<file path="src/rtl/bit_scan.sv">
// bit_scan: streaming set-bit scanner.
// Takes a WIDTH-bit bitmap word with its base index and emits the absolute index of each set
// bit, highest first, one per cycle over a valid/ready stream.
//
// Ports:
//   clk        in   clock, rising-edge active
//   rst        in   asynchronous active-high reset
//   in_valid   in   upstream word available
//   in_ready   out  a word can be accepted this cycle (0 while rst is high)
//   in_data    in   WIDTH-bit bitmap word
//   in_base    in   absolute index of bit 0 of in_data
//   out_valid  out  out_idx is valid
//   out_ready  in   downstream accepts out_idx
//   out_idx    out  base + index of the current highest set bit (mod 2^16)
//   out_last   out  current index is the last set bit of its word
//
// prio_enc: index of the highest set bit of in_bits (0 when in_bits is 0).
//   in_bits    in   2**WIDTH_LOG-bit vector
//   msb        out  8-bit bit index

module prio_enc #(
    parameter int unsigned WIDTH_LOG = 4
) (
    input  logic [(1 << WIDTH_LOG)-1:0] in_bits,
    output logic [7:0]                  msb
);

    always_comb begin
        msb = 8'd0;
        // Later (higher) hits overwrite earlier ones, leaving the MSB.
        for (int i = 0; i < (1 << WIDTH_LOG); i++) begin
            if (in_bits[i]) begin
                msb = 8'(i);
            end
        end
    end

endmodule

module bit_scan #(
    parameter int unsigned WIDTH_LOG = 4
) (
    input  logic                        clk,
    input  logic                        rst,
    input  logic                        in_valid,
    output logic                        in_ready,
    input  logic [(1 << WIDTH_LOG)-1:0] in_data,
    input  logic [15:0]                 in_base,
    output logic                        out_valid,
    input  logic                        out_ready,
    output logic [15:0]                 out_idx,
    output logic                        out_last
);

    localparam int unsigned WIDTH = 1 << WIDTH_LOG;

    typedef enum logic {StIdle, StScan} state_e;

    state_e            r_state;
    state_e            w_state_d;
    logic [WIDTH-1:0]  r_bits;
    logic [WIDTH-1:0]  w_bits_d;
    logic [15:0]       r_base;
    logic [15:0]       w_base_d;

    logic [7:0]        w_msb;
    logic [WIDTH-1:0]  w_clear;
    logic [WIDTH-1:0]  w_rest;
    logic              w_rest_zero;
    logic              w_in_nz;
    logic              w_accept;

    prio_enc #(
        .WIDTH_LOG (WIDTH_LOG)
    ) u_prio_enc (
        .in_bits (r_bits),
        .msb     (w_msb)
    );

    // Working bitmap with the bit being emitted this cycle removed.
    assign w_clear     = WIDTH'(1) << w_msb;
    assign w_rest      = r_bits & ~w_clear;
    assign w_rest_zero = (w_rest == '0);
    assign w_in_nz     = |in_data;
    assign w_accept    = in_valid && in_ready;

    // State register
    always_ff @(posedge clk or posedge rst) begin
        if (rst) begin
            r_state <= StIdle;
            r_bits  <= '0;
            r_base  <= 16'd0;
        end else begin
            r_state <= w_state_d;
            r_bits  <= w_bits_d;
            r_base  <= w_base_d;
        end
    end

    // Next-state logic
    always_comb begin
        w_state_d = r_state;
        w_bits_d  = r_bits;
        w_base_d  = r_base;
        unique case (r_state)
            StIdle: begin
                // A zero word is consumed here with no output.
                if (w_accept && w_in_nz) begin
                    w_state_d = StScan;
                    w_bits_d  = in_data;
                    w_base_d  = in_base;
                end
            end
            StScan: begin
                if (out_ready) begin
                    if (!w_rest_zero) begin
                        w_bits_d = w_rest;
                    end else if (w_accept && w_in_nz) begin
                        // Back-to-back load: next word's first index follows with no bubble.
                        w_bits_d = in_data;
                        w_base_d = in_base;
                    end else begin
                        w_state_d = StIdle;
                        w_bits_d  = '0;
                    end
                end
            end
            default: begin
                w_state_d = StIdle;
            end
        endcase
    end

    // Outputs
    always_comb begin
        out_valid = (r_state == StScan);
        in_ready  = !rst && ((r_state == StIdle) || (out_ready && w_rest_zero));
        out_idx   = 16'd0;
        out_last  = 1'b0;
        if (out_valid) begin
            out_idx  = r_base + {8'd0, w_msb};
            out_last = w_rest_zero;
        end
    end

endmodule

</file>
<file path="config.mk">
export PLATFORM = sky130hd
export DESIGN_NAME = bit_scan
export DESIGN_NICKNAME = d
export VERILOG_FILES = /design/src/rtl/bit_scan.sv
export SDC_FILE = /design/constraint.sdc
export NUM_CORES = 1
export LEC_CHECK = 0
export CAP_MARGIN = 30
export CORE_MARGIN = 2
export CORE_UTILIZATION = 45
export DETAILED_ROUTE_END_ITERATION = 16
export PLACE_DENSITY = 0.74
export SETUP_SLACK_MARGIN = 0.15
export SLEW_MARGIN = 0
export SYNTH_ARGS = -nofsm -noshare
export SYNTH_HDL_FRONTEND = slang
export SYNTH_SLANG_ARGS = --single-unit
</file>
<file path="constraint.sdc">
create_clock -name clk -period 7.1 [get_ports clk]
set_clock_uncertainty 0.2 [all_clocks]
set_input_delay 0.71 -clock clk [delete_from_list [all_inputs] [get_ports clk]]
set_output_delay 0.71 -clock clk [all_outputs]
set_load 0.1 [all_outputs]
</file>
==> results of run 1 <==
-- registers in the layout (all words and copies together) (netlist names) --
| signal | count |
|---|---|
| out_valid | 1 |
| r_bits | 16 |
| r_base | 16 |
-- Yosys cell counts, types with 6 or more instances --
cell type,number,area (sq um)
dfrtp_1,33,826
nor2_1,27,101
nand2_1,18,67.6
o21ai_0,15,75.1
mux2_1,14,158
nand3_1,10,50.1
inv_1,8,30.0
a21oi_1,7,35.0
a22o_1,7,61.3
and3_1,6,37.5
nor3_1,6,30.0
xor2_1,6,52.6
-- kinds of logic (layout without fill, tap and decap cells) --
logic type | after synthesis | after routing
and+or+nand+nor | 99 | 99
AOI/OAI and AO/OA | 60 | 60
DFF | 33 | 33
adders and majority gates | 6 | 6
muxes | 16 | 16
xor gates and xnor gates | 9 | 9
buffers and inverters | 17 | 75
-- layout make-up --
type | count | area share
sequential | 33 | 0.285
multi-input combinational | 190 | 0.451
timing repair buffer | 56 | 0.192
inverter | 11 | 0.0143
clock inverter | 2 | 0.00346
tap | 67 | 0.0289
clock buffer | 6 | 0.0251
-- worst max-delay path, stage by stage, from the launching register on --
cell	delay [ps]
dfrtp_1	440
inv_1	90
a221o_1	390
a211oi_1	490
nor2_1	80
o21ai_0	180
ha_1	190
inv_1	50
fa_1	380
nor2b_1	160
o21ai_0	100
nand2b_1	140
nand2_1	110
or3_1	360
a21oi_1	140
clkdlybuf4s50_1	1160
-- placed cells by master, fill, tap and decap left out, types with 3 or more instances in the layout --
master / instances
a21boi_0: 3
a21o_1: 5
a21oi_1: 7
a221o_1: 5
a22o_1: 7
a32o_1: 3
and2_1: 5
and3_1: 6
clkbuf_8: 5
clkdlybuf4s50_1: 54
dfrtp_1: 33
ha_1: 4
inv_1: 8
mux2_1: 14
nand2_1: 18
nand2b_1: 3
nand3_1: 10
nand4_1: 5
nor2_1: 27
nor2b_1: 4
nor3_1: 6
nor4_1: 5
o21ai_0: 15
o31ai_1: 4
or3_1: 5
xnor2_1: 3
xor2_1: 6
-- how the worst max path moves through the flow --
stage	end	slack, ps	depth (start not counted)
2_1_floorplan	out_idx[4]	1590	13
3_3_place_gp	out_idx[10]	1880	15
3_5_place_dp	out_idx[14]	1790	17
4_1_cts	out_idx[10]	1480	15
5_1_grt	out_idx[14]	1080	17
6_report	out_idx[10]	1450	15
-- per-layer routing --
metal  track usage  part of all wire  up-vias
met4         0.107             0.027        0
met1         0.275              0.44      955
met5             0                 0        -
li1              -                 -      993
met3        0.0352             0.057       12
met2         0.370              0.48       76
-- per-stage QoR --
stage / std cells / hold WS [ps] / setup WS, ps / cell area, sq um / util
after global placement: 357 / 295 / 1880 / 2810 / 0.596
after CTS: 365 / 318 / 1480 / 2900 / 0.613
after global routing: 365 / 327 / 1080 / 2900 / 0.613
after floorplan: 240 / 265 / 1590 / 2210 / -
final: 365 / 312 / 1450 / 2900 / 0.613
after detailed placement: 357 / 302 / 1790 / 2810 / 0.596
==> summary.md, run 1 <==
| Metric | Value |
|---|---|
| Diode count | 0 |
| Htree depth | 2 |
| Number of cell rows | 25 |
| YS warnings | 0 |
| Simple-Gate Fraction of Synth Area | 0.234 |
| CTS sink count | 33 |
| Outcome | finished, final reports clean |
| Die Area | 5480 sq um |
| Multi-input logic area | 1310 sq um |
| Routed WL | 5880 um |
| Post-CTS Setup Bufs | 0 |
| Final hold vios | 0 |
| Post-synthesis mux area share | 0.0817 |
| Cts hold-fix bufs | 0 |
| Detailed Place HPWL | 4500 um |
| Crit end category | primary output |
| Sequential share of the synthesized area | 0.374 |
| Initial DRC Count | 120 |
| Reg area | 826 sq um |
| DIE WIDTH | 74.0 um |
| Total Routing Usage GR | 0.220 |
| FF-to-FF Start | r_bits[5] |
| Nets | 338 |
| Slew Limit Fails | 0 |
| Max-cap violation count | 0 |
| Total CTS buffers | 5 |
| Final period util | 0.796 |
| Hold path depth | 1 |
| Fillers | 421 |
| Share of layout cells above drive strength 1 | 0.0638 |
| Main synth FF type | dfrtp_1 |
| DRC violations left | 0 |
| FF-to-FF path depth | 9 |
| FF-to-FF setup slack | 3240 ps |
| Synth Area in Adders | 0.0363 |
| Number of enable flip-flop cells after synthesis | 0 |
| Register bit total from synthesis | 33 |
| FFs w/ async S/R, synth | 1.00 |
| Area grow syn2layout | 31.3% |
| Via Count | 2,036 |
| GRT overflow | 0 |
| Compound-cell area share of the yosys netlist | 0.205 |
| Critical-path maximum fanout | 6 |
| Chip height | 74.0 um |
| Critical path origin | r_bits[5] |
| Skew-Pair Late Insertion Delay | 280 ps |
| Initial antenna violation count | 0 |
| XOR/XNOR share of the synthesized area | 0.0357 |
| Worst relative slew slack | 0.346 |
| Final ANT Viol Nets | 0 |
| Final setup violation count | 0 |
| # IOs | 55 |
| Vias per Instance | 5.58 |
| Fmax | 177 MHz |
| Mapped cell area | 2210 sq um |
| TNS Setup | 0 ps |
| Clock slew at reported path FFs | 70 ps |
| Startpoint types | register |
| Min Tclk post-route | 5650 ps |
| Syn avg cell area | 9.19 sq um |
| Root Driver | clkbuf_8 |
| Largest net degree at the start of global routing | 37 |
| Post-cts resize count | 0 |
| Hold Path Class | register to register |
| Unique masters post-synth | 47 |
| 1st-pass router iterations | 4 |
| Wirelength per Cell | 16.1 um |
| Longest Clk Path Bufs | 2 |
| Core area | 4720 sq um |
| Number of port buffers | 54 |
| Worst Hold End | r_base[15] |
| First-pass GRT wire length | 9170 um |
| Initial Util | 0.467 |
| Arrival time at the worst endpoint | 4740 ps |
| Hold Startpoint | r_base[15] |
| CTS tree | done |
| Cells after Synth | 240 |
| Syn nets | 281 |
| Largest family of logic cells by synthesized area | simple AND/OR/NAND/NOR gates |
| Placer congestion estimate | 0.989 |
| RSZ-0062 raised after global routing | false |
| Worst Path Required | 6190 ps |
| Vias in the first global route | 1,958 |
| Tightest Pin Transition | 979 ps |
| Worst reg2reg endpoint | r_base[4] |
| Critical path class | register to primary output |
Power of run 1 is left out: the tool's default activity adds up to more than one toggle a clock period on the data nets, which glitch-free logic cannot reach.
==> run 2: changes to the inputs <==
- PLACE_DENSITY: 0.74 -> 0.77
- clock period: 7.1 -> 4.6 ns (I/O delays scaled with it)
==> run 2 against run 1 <==
  * Critical path depth is the same
  * Critical path type unchanged
  * Worst setup slack lost 1200 ps
  * Die area is the same
  * Wire length grew 6.2%
  * Non-clock buffer count grew 8
  * Flip-flop and latch count is the same
  * Clock-buffer cell count grew 1
  * Sequential share of layout area shrank 1.8 points
  * Register-to-register slack lost 2300 ps
  * First-iteration DRC count grew 23%
==> summary.md, run 2 (synthesis gave the netlist of run 1 again) <==
| Metric | Value |
|---|---|
| Crit-path slowest cell | dfrtp_1 (was clkdlybuf4s50_1) |
| TNS Setup | 0 ps (unchanged) |
| Area grow syn2layout | 40.5% (was 31.3%) |
| Critical path class | register to primary output (unchanged) |
| DRC violations left | 0 (unchanged) |
| Outcome | finished, final reports clean (unchanged) |
| GRT overflow | 0 (unchanged) |
| Clock slew at reported path FFs | 60 ps (was 70 ps) |
| Worst path most repeated cell | nand2b_1 |
| Tightest Pin Transition | 959 ps (was 979 ps) |
| Largest delay share family, worst path | compound AO/OA/AOI/OAI gates (unchanged) |
| Fin util | 0.656 (was 0.613) |
| Crit end category | primary output (unchanged) |
| Share of layout cells above drive strength 1 | 0.206 (was 0.0638) |
| Commonest non-fill, non-tap cells in the layout | clkdlybuf4s50_1, dfrtp_1, nor2_1, buf_4, nand2_1 (was clkdlybuf4s50_1, dfrtp_1, nor2_1) |
| Diode count | 0 (unchanged) |
| Final period util | 0.940 |
| Cts hold-fix bufs | 0 (unchanged) |
| CP bufs+invs | 2 (was 3) |
| Final setup violation count | 0 (unchanged) |
| Longest Clk Path Bufs | 2 (unchanged) |
| Die Area | 5480 sq um (unchanged) |
| Max-cap violation count | 0 (unchanged) |
| CTS sink count | 33 (unchanged) |
| Initial antenna violation count | 0 (unchanged) |
| Slew Limit Fails | 0 (unchanged) |
| Total CTS buffers | 5 (unchanged) |
| Arrival time at the worst endpoint | 3660 ps (was 4740 ps) |
| Via Count | 2,181 (was 2,036) |
| Fillers | 386 (was 421) |
| CTS tree | done (unchanged) |
| Detailed Place HPWL | 4680 um (was 4500 um) |
| Total Routing Usage GR | 0.240 (was 0.220) |
| Largest net degree at the start of global routing | 30 (was 37) |
| Root Driver | clkbuf_8 (unchanged) |
| Number of port buffers | 54 (unchanged) |
| # IOs | 55 (unchanged) |
| Worst relative slew slack | 0.359 (was 0.346) |
| Critical-path maximum fanout | 4 (was 6) |
| Max incr delay on CP | 420 ps (was 1160 ps) |
| Fmax | 231 MHz |
| Hold Path Class | primary input to async pin (was register to register) |
| Number of cell rows | 25 (unchanged) |
| Initial DRC Count | 147 (was 120) |
| Leading cell type in the layout, fill and taps excluded | clkdlybuf4s50_1 (unchanged) |
| Htree depth | 2 (unchanged) |
| Routed WL | 6240 um (was 5880 um) |
| Final ANT Viol Nets | 0 (unchanged) |
| 1st-pass router iterations | 6 (was 4) |
| Vias in the first global route | 2,008 (was 1,958) |
| DIE WIDTH | 74.0 um (unchanged) |
| Final hold vios | 0 (unchanged) |
| Initial Util | 0.467 (unchanged) |
| Reg area | 827 sq um (was 826 sq um) |
| Chip height | 74.0 um (unchanged) |
| Placer congestion estimate | 0.937 (was 0.989) |
| Nets | 346 (was 338) |
| RSZ-0062 raised after global routing | false (unchanged) |
| Wirelength per Cell | 16.7 um (was 16.1 um) |
| Worst Path Required | 3940 ps (was 6190 ps) |
| Skew-Pair Late Insertion Delay | 290 ps (was 280 ps) |
| Startpoint types | register (unchanged) |
| Min Tclk post-route | 4320 ps |
| Vias per Instance | 5.85 (was 5.58) |
| Multi-input logic area | 1360 sq um (was 1310 sq um) |
| Crit path cell chain | nand2b_1, a221o_1, a211oi_2, nor2_1, o21ai_1, ha_1, inv_1, fa_1, nor2b_2, o21ai_0, nand2b_1, nand2_1, or3_1, a21oi_2, buf_12 (was inv_1, a221o_1, a211oi_1, nor2_1, o21ai_0, ha_1, inv_1, fa_1, nor2b_1, o21ai_0, nand2b_1, nand2_1, or3_1, a21oi_1, clkdlybuf4s50_1) |
| Core area | 4720 sq um (unchanged) |
| First-pass GRT wire length | 9830 um (was 9170 um) |
[run 2: cell types whose count changed in the layout (fill, tap and decap cells not counted), sizes merged]
cell	delta
clkinv	-1
buf	+26
clkbuf	+1
clkdlybuf4s50	-18
[run 2: worst reg2reg max path, stage by stage (launching register included)]
cell,delay [ps]
dfrtp_1,490
nor4_4,390
inv_2,100
nor2_4,140
inv_2,100
nor2b_4,170
nand2_1,100
a2111oi_2,370
nand4_1,260
o41ai_4,410
buf_4,420
mux2_1,390
[run 2: final cells by class]
type                    count  area share
clock inverters             1     0.00161
inverters                  11      0.0133
repair buffers             64       0.220
well taps                  67      0.0270
clock buffers               7      0.0311
multi-input cells         190       0.440
flip-flops and latches     33       0.267
[run 2: layer usage]
metal / global-route usage / wire (um)
met1: 0.302 / 2540
met2: 0.395 / 3000
met3: 0.0447 / 421
met4: 0.127 / 284
met5: 0 / 0
[run 2: per-stage QoR]
stage | area [sq um] | setup slack, ps | instances | hold WS, ps
floorplan | 2250 | 233 | 240 | 265
global placement | 2950 | 481 | 360 | 288
detailed placement | 2950 | 463 | 360 | 304
global route | 3100 | 67.5 | 373 | 253
CTS | 3060 | 211 | 368 | 250
finish | 3100 | 278 | 373 | 242
[run 2: path summary, 6_finish.rpt]
path / slack (ps) / from / end / cells past startpoint
setup / recovery: 280 / r_bits[2] / out_idx[10] / 15
hold / removal: 240 / rst / r_bits[7] / 2
setup reg to reg: 930 / r_bits[13] / r_base[0] / 11
hold reg to reg: 310 / r_base[2] / r_base[2] / 1
max in group asynchronous: 3270 / rst / r_bits[5] / 3
min in group clk: 310 / r_base[2] / r_base[2] / 1
[run 2: what timing repair did]
item / CTS / global route
endpoints found under the hold margin: 0 / 0
setup endpoints to repair: 1 / 7
setup buffers: 0 / 5
pin swaps: 0 / 1
gates resized for setup: 1 / 5
Power of run 2 is left out for the same reason.
==> RTL edit, RTL diff (settings of run 2) <==
`WIDTH_LOG` is set to 4 in 2 places; all go to 3.
--- a/src/rtl/bit_scan.sv
+++ b/src/rtl/bit_scan.sv
@@ -20,5 +20,5 @@
 
 module prio_enc #(
-    parameter int unsigned WIDTH_LOG = 4
+    parameter int unsigned WIDTH_LOG = 3
 ) (
     input  logic [(1 << WIDTH_LOG)-1:0] in_bits,
@@ -39,5 +39,5 @@
 
 module bit_scan #(
-    parameter int unsigned WIDTH_LOG = 4
+    parameter int unsigned WIDTH_LOG = 3
 ) (
     input  logic                        clk,
Ports: changed (resized in_data); port bits go from 55 to 47. No check against the original RTL was run, so the function may have changed too.
==> RTL edit against run 2 <==
  * Non-clock buffer count decreased by 14
  * Area after synthesis decreased by 19%
  * Worst hold slack improved by 0.12 ns
  * Critical path type unchanged
  * Final area fell by 27%
  * Routed wire length fell by 28%
  * Final cell count is 16% lower
  * Count of clock-buffer cells in the layout fell by 4
  * Sequential cell count is 8 lower
  * Worst setup slack improved by 0.48 ns
Power is not shown: default switching activity piles up to over one toggle a cycle in this logic, so the estimate is an artifact.
==> RTL edit: results (changes against run 2) <==
metric,value,unit,change
status,"finished, final reports clean",,unchanged
cts.clk_slew.worst_paths,0.10,ns,was 0.06 ns
htree_levels,1,,was 2
cts_setup_buffers,0,,unchanged
synth-compound-area-share,26.1,%,was 20.5%
track_usage,22.5,%,was 24.0%
first_pass_iters,4,,was 6
drt_iter0_markers,156,,was 147
postSynth.asyncResetShare,100,%,unchanged
ys_warn_count,0,,unchanged
gp_congestion,0.908,,was 0.937
antenna_found_initial,0,,unchanged
synth_adder_area_share,3.24,%,was 3.63%
nNetsFinal,297,,was 346
synth_xor_area_share,1.97,%,was 3.57%
synth_common_cells,"48 x nand2_1, 25 x dfrtp_1, 21 x o22ai_1, 16 x a21oi_1, 14 x inv_1",,"was 33 x dfrtp_1, 27 x nor2_1, 18 x nand2_1, 15 x o21ai_0, 14 x mux2_1"
yosysSeqAreaShare,35.2,%,was 37.4%
path_max_fanout,6,,was 4
crit_type,flip-flop to output port,,unchanged
worst_path_largest_cell_delay,0.43,ns,
port_buffers,46,,was 54
cts_root_buf,clkbuf_8,,unchanged
slew-limit-headroom,33.8,%,was 35.9%
insertedDiodeCount,0,,unchanged
fillers,357,,was 386
hold_depth,2,,
cts_buffers,3,,was 5
cts_resized,0,,was 1
cts_max_path_buffers,2,,unchanged
grt_pass1_vias,1620,,was 2008
grt_max_degree,27,,was 30
reg2reg_depth,4,,was 11
synth.area.top_cells,"dfrtp_1 35%, nand2_1 10%, o22ai_1 7.4%",,"was dfrtp_1 37%, mux2_1 7.1%, nor2_1 4.6%"
arrival,3.18,ns,was 3.66 ns
vias,1766,,was 2181
final_layout_size_suffix_gt1_share,10.6,%,was 20.6%
slowest_stage,dfrtp_1,,unchanged
regMostFlops,r_base,,
synth_nets,254,,was 281
grt_pass1_wl,7.69,mm,was 9.83 mm
wire_per_inst,14.4,µm,was 16.7 µm
worstSkewPairLatency,0.27,ns,was 0.29 ns
muxShareOfSynthArea,1.69,%,was 8.17%
yosysMostFrequentCell,nand2_1,,was dfrtp_1
hpwl,3.29,mm,was 4.68 mm
yosysUniqueCellTypes,41,,was 47
hold_class,flip-flop to flip-flop,,was primary input to asynchronous set/reset pin
largest_register_ffs,16,,
RTL edit: worst paths after layout:
check | from | end | slack (ns)
max | r_bits[2]$_DFFE_PP0P_ | out_idx[14] | 0.76
min | r_base[15]$_DFFE_PP0P_ | r_base[15]$_DFFE_PP0P_ | 0.36
max reg2reg | r_bits[6]$_DFFE_PP0P_ | r_base[1]$_DFFE_PP0P_ | 1.85
min reg2reg | r_base[15]$_DFFE_PP0P_ | r_base[15]$_DFFE_PP0P_ | 0.36
max in group asynchronous | rst | r_bits[5]$_DFFE_PP0P_ | 3.36
min in group asynchronous | rst | r_base[1]$_DFFE_PP0P_ | 0.37
RTL edit: logic make-up (layout without fill, tap and decap cells):
| group | Yosys count | count (layout) |
|---|---|---|
| muxes | 3 | 3 |
| adders and majority gates | 4 | 4 |
| DFF | 25 | 25 |
| and+or+nand+nor | 90 | 90 |
| xor gates and xnor gates | 4 | 4 |
| buffers and inverters | 28 | 70 |
| AOI/OAI and AO/OA | 68 | 68 |
RTL edit: final cells by class:
class / count / share of cell area [%]
Inverter: 16 / 2.64
Sequential cell: 25 / 27.5
Clock inverter: 1 / 0.330
Timing Repair Buffer: 50 / 20.1
Clock buffer: 3 / 1.81
Multi-Input combinational cell: 169 / 45.0
Tap cell: 48 / 2.64
RTL edit: worst max-delay path, delay by kind of cell, from the launching register on:
| family | cells | cell delay, ns |
|---|---|---|
| DFF | 1 | 0.43 |
| buffers and inverters | 2 | 0.36 |
| adders and majority gates | 2 | 0.55 |
| AOI/OAI and AO/OA | 5 | 0.85 |
| and+or+nand+nor | 2 | 0.71 |
RTL edit: per-stage QoR:
step | utilization [%] | instance area, µm² | cells | setup WS (ns)
floorplan | - | 1780 | 222 | 0.259
global placement | 59.5 | 2210 | 307 | 1.14
detailed placement | 59.9 | 2230 | 308 | 1.09
CTS | 61.2 | 2280 | 312 | 0.779
global route | 61.2 | 2280 | 312 | 0.447
finish | 61.2 | 2280 | 312 | 0.756
RTL edit: per-layer routing:
metal | vias up | share of wire, % | track usage [%] | routed length [µm]
met5 | - | 0 | 0 | 0
met3 | 5 | 5.9 | 2.87 | 267
met1 | 816 | 46 | 32.4 | 2080
li1 | 888 | - | - | -
met4 | 0 | 1.2 | 6.12 | 54
met2 | 57 | 47 | 35.5 | 2100
